**src/rtl/delay_timer.sv**
```systemverilog
// delay_timer: programmable delay timer with start/abort control, one-shot or
// periodic mode and optional retrigger. Expiry occurs every max+1 cycles of RUN.
// Latency: start sampled at edge E0 -> tick high in the cycle after edge E(max+1).
// Ports:
//   i_clk        rising-edge clock
//   i_rst        asynchronous active-low reset
//   i_start      latch i_max/i_periodic and begin timing
//   i_abort      cancel any activity, return to IDLE, clear done (highest priority)
//   i_max        delay in cycles minus one
//   i_periodic   0 = one-shot, 1 = auto-reload on every expiry
//   o_busy       high while in RUN
//   o_tick       one-cycle pulse on every expiry
//   o_done       sticky expiry flag, cleared by an accepted start or abort
//   o_remaining  max_q - cnt while in RUN, 0 otherwise
// All outputs are registered; each is updated together with the state it reflects.
module delay_timer #(
  parameter int COUNTER_WIDTH = 10,
  parameter bit RETRIGGER     = 1'b0
) (
  input  logic                     i_clk,
  input  logic                     i_rst,
  input  logic                     i_start,
  input  logic                     i_abort,
  input  logic [COUNTER_WIDTH-1:0] i_max,
  input  logic                     i_periodic,
  output logic                     o_busy,
  output logic                     o_tick,
  output logic                     o_done,
  output logic [COUNTER_WIDTH-1:0] o_remaining
);

  typedef enum logic [1:0] {
    S_IDLE = 2'b00,
    S_RUN  = 2'b01,
    S_DONE = 2'b10,
    S_ILL  = 2'b11
  } state_t;

  state_t                   r_state;
  logic [COUNTER_WIDTH-1:0] r_cnt;
  logic [COUNTER_WIDTH-1:0] r_max_q;
  logic                     r_per_q;

  // Compare happens before the increment, so the counter never wraps even
  // when max_q is all ones.
  logic w_expire;
  assign w_expire = (r_cnt == r_max_q);

  always_ff @(posedge i_clk or negedge i_rst) begin
    if (!i_rst) begin
      r_state     <= S_IDLE;
      r_cnt       <= '0;
      r_max_q     <= '0;
      r_per_q     <= 1'b0;
      o_busy      <= 1'b0;
      o_tick      <= 1'b0;
      o_done      <= 1'b0;
      o_remaining <= '0;
    end else begin
      o_tick <= 1'b0;
      if (i_abort) begin
        r_state     <= S_IDLE;
        r_cnt       <= '0;
        o_busy      <= 1'b0;
        o_done      <= 1'b0;
        o_remaining <= '0;
      end else begin
        case (r_state)
          S_IDLE, S_DONE: begin
            if (i_start) begin
              r_state     <= S_RUN;
              r_max_q     <= i_max;
              r_per_q     <= i_periodic;
              r_cnt       <= '0;
              o_busy      <= 1'b1;
              o_done      <= 1'b0;
              o_remaining <= i_max;
            end
          end
          S_RUN: begin
            if (i_start && RETRIGGER) begin
              // Reload takes precedence over a coincident expiry; done is kept.
              r_max_q     <= i_max;
              r_per_q     <= i_periodic;
              r_cnt       <= '0;
              o_remaining <= i_max;
            end else if (w_expire) begin
              o_tick <= 1'b1;
              o_done <= 1'b1;
              r_cnt  <= '0;
              if (r_per_q) begin
                o_remaining <= r_max_q;
              end else begin
                r_state     <= S_DONE;
                o_busy      <= 1'b0;
                o_remaining <= '0;
              end
            end else begin
              r_cnt       <= r_cnt + COUNTER_WIDTH'(1);
              // Reflects the incremented count; cnt < max_q here so no underflow.
              o_remaining <= r_max_q - r_cnt - COUNTER_WIDTH'(1);
            end
          end
          default: begin
            r_state     <= S_IDLE;
            r_cnt       <= '0;
            o_busy      <= 1'b0;
            o_done      <= 1'b0;
            o_remaining <= '0;
          end
        endcase
      end
    end
  end

endmodule

```
**config.mk**
```make
export PLATFORM = sky130hd
export DESIGN_NAME = delay_timer
export DESIGN_NICKNAME = d
export VERILOG_FILES = /design/src/rtl/delay_timer.sv
export SDC_FILE = /design/constraint.sdc
export NUM_CORES = 1
export LEC_CHECK = 0
export CORE_MARGIN = 1
export CORE_UTILIZATION = 53
export DETAILED_ROUTE_END_ITERATION = 16
export PLACE_DENSITY_LB_ADDON = 0.08
export RECOVER_POWER = 100
export SLEW_MARGIN = 30
export SYNTH_ARGS = -nofsm -noshare
export SYNTH_HDL_FRONTEND = slang
export SYNTH_SLANG_ARGS = --single-unit
```
**constraint.sdc**
```tcl
create_clock -name i_clk -period 2.32 [get_ports i_clk]
set_input_delay 0.232 -clock i_clk [delete_from_list [all_inputs] [get_ports i_clk]]
set_output_delay 0.232 -clock i_clk [all_outputs]
set_load 0.005 [all_outputs]
```
==> results.json <==
{
  "run_status": "finished, violations left",
  "failed_checks": "max-capacitance violations, max-slew violations",
  "drive_above_1_share_pct": 14.3,
  "io_pins": 28,
  "slew_headroom_pct": -25.6,
  "root_buffer": "clkbuf_8",
  "setup_violations": 0,
  "powerDensity_nw_per_um2": 673,
  "p_sw_mw": 0.574,
  "drc_errors": 0,
  "postCtsSetupBuffers": 0,
  "multi_input_area_sq_um": 1180,
  "wl_microns": 5270,
  "clk_pin_slew_worst_paths_ps": 70,
  "fillers": 324,
  "regToRegSetupSlack_ps": 170,
  "clock_sinks": 36,
  "rows": 22,
  "placed_area_sq_um": 2600,
  "core_area_sq_um": 3800,
  "p_clk_share_pct": 26.3,
  "htree_levels": 2,
  "synthDistinctLibCells": 44,
  "max-cap-violations": 1,
  "startpoint_type": "register",
  "worstPathArrival_ps": 2370,
  "syn-num-nets": 263,
  "grt_overflow": 0,
  "hold_ws_ps": 459,
  "place_ws_ps": 84.5,
  "die-area_sq_um": 4360,
  "area_delta_synth_final_pct": 24.1,
  "async_flop_share_pct": 100,
  "rsz0062_at_grt": "no",
  "hp-class": "input port to asynchronous set/reset pin",
  "slew_violations": 37,
  "antenna_found_initial": 0,
  "avgSynthCellArea_sq_um": 9.18,
  "port_buffers": 27,
  "avgViaCountPerCell": 5.76,
  "numCtsBuffers": 5,
  "r2r-start": "r_cnt[8]",
  "cts_tree": "built",
  "gr-usage-all-layers_pct": 27.4,
  "die_y_microns": 66.1,
  "place.gp.congestion": 0.912,
  "syn_inst": 237,
  "setup_ws_ps": 169,
  "synth-main-ff-cell": "dfrtp_1",
  "crit_type": "register to register",
  "ant_nets": 0,
  "dr.pass1.iters": 4,
  "grt_max_degree": 37,
  "initial_core_util_pct": 57.2,
  "cts_hold_buf": 0,
  "cp.required_ps": 2540,
  "yosysSeqAreaShare_pct": 41.4,
  "p_int_mw": 1.24,
  "first_iter_violations": 111,
  "p_leak_nw": 1.19,
  "wl_per_cell_microns": 16.1,
  "vias": 1884,
  "finalCritPeriodShare_pct": 92.7,
  "synth_area_sq_um": 2170,
  "setup_tns_ps": 0,
  "grt_pass1_vias": 1826,
  "hold_viol": 0,
  "seqPwrFrac_pct": 41.7,
  "final_cell_area_sq_um": 2700,
  "layout_common_cells": "36 x dfrtp_1, 23 x nor2_1, 23 x a21oi_1, 18 x inv_1, 15 x buf_4",
  "die_w_microns": 66.1,
  "final_common_cell": "dfrtp_1",
  "ys_warn_count": 0,
  "grt_pass1_wl_microns": 8830,
  "power_mw": 1.82,
  "hpwl_microns": 3990,
  "num_antenna_cells": 0,
  "fin_cells": 327,
  "utilization_pct": 71.0,
  "regArea_sq_um": 901,
  "clk_latency_ps": 290,
  "max-vdd-ir-drop_mv": 0.404,
  "path_max_fanout": 5,
  "fmax_mhz": 465,
  "worstMarginPinSlew_ps": 1880,
  "ff2ff_path_depth": 6,
  "placedCellCount": 320,
  "end_kind": "register",
  "timing.rr.end": "r_state[1]",
  "skew_ps": 5.86,
  "pwr-share-comb_pct": 32.0,
  "finalNetCount": 305,
  "cts_buffer_depth": 2,
  "ys_ff_latch": 36,
  "layout_min_cycle_time_ps": 2150,
  "synth-edff-count": 0,
  "switching_share_pct": 31.6
}
layer usage:
metal	track usage (%)	share of wire [%]	vias up
met4	11.2	1.4	0
met5	0	0	-
met3	6.55	6.4	9
met1	37.8	47	891
li1	-	-	922
met2	41.2	45	62
cells by family after synthesis:
kind of cell	Yosys count	synth area share [%]
AND/OR/NAND/NOR	76	17.6
AO/OA/AOI/OAI	57	16.4
flip-flops	36	41.4
buffers and inverters	29	5.18
XOR/XNOR	14	5.64
multiplexers	14	7.08
adder cells (fa/ha/maj)	11	6.67
area by class of cell:
type                            instances  area share (%)
Inverter                               18            2.50
Tap cell                               48            2.23
Timing Repair Buffer                   46            14.5
Multi-Input combinational cell        172            43.8
Clock buffer                            7            3.57
Sequential cell                        36            33.4
worst max path at each step:
stage	start	to	slack [ps]	cells after the start
3_5_place_dp	r_cnt[8]	r_cnt[7]	80	8
6_report	r_cnt[8]	r_state[1]	170	6
4_1_cts	r_cnt[8]	r_cnt[7]	70	8
3_3_place_gp	r_max_q[0]	o_remaining[8]	130	7
5_1_grt	r_cnt[8]	r_cnt[9]	0.7	8
2_1_floorplan	r_cnt[0]	o_remaining[8]	230	8
power groups by stage:
stage / Sequential [mW] / Combinational, mW / Clock [mW]
after CTS: 0.758 / 0.581 / 0.485
final: 0.757 / 0.582 / 0.478
after detailed placement: 0.770 / 0.576 / 0
after floorplan: 0.747 / 0.371 / 0
after global placement: 0.768 / 0.572 / 0
after global routing: 0.768 / 0.641 / 0.511
cells in the mapped netlist (5+ instances only):
| master | count | area [sq um] |
|---|---|---|
| dfrtp_1 | 36 | 901 |
| a21oi_1 | 23 | 115 |
| nor2_1 | 23 | 86.3 |
| inv_1 | 18 | 67.6 |
| nand2_1 | 12 | 45.0 |
| mux2_2 | 11 | 124 |
| ha_1 | 10 | 125 |
| nand3_1 | 9 | 45.0 |
| nor3_1 | 9 | 45.0 |
| xnor2_1 | 9 | 78.8 |
| clkbuf_1 | 8 | 30.0 |
| o21ai_0 | 7 | 35.0 |
| a21o_1 | 6 | 45.0 |
| xor2_1 | 5 | 43.8 |
critical path, cell delays in order (launching register included):
cell and delay, ps:
dfrtp_1 360, inv_1 80, ha_1 370, nand4_2 210, or4_4 560, or3_1 340
a21oi_1 160
repair_timing:
action	4_1_cts	5_1_grt
setup endpoints to repair	0	17
gates resized for setup	0	3
endpoints found under the hold margin	0	0
state kept, by name, indices dropped and copies added (netlist names):
| signal | count |
|---|---|
| o_remaining | 10 |
| o_done | 1 |
| r_max_q | 10 |
| o_busy | 1 |
| r_per_q | 1 |
| r_cnt | 10 |
| o_tick | 1 |
| r_state | 2 |
Power figures use the tool's default switching activity.
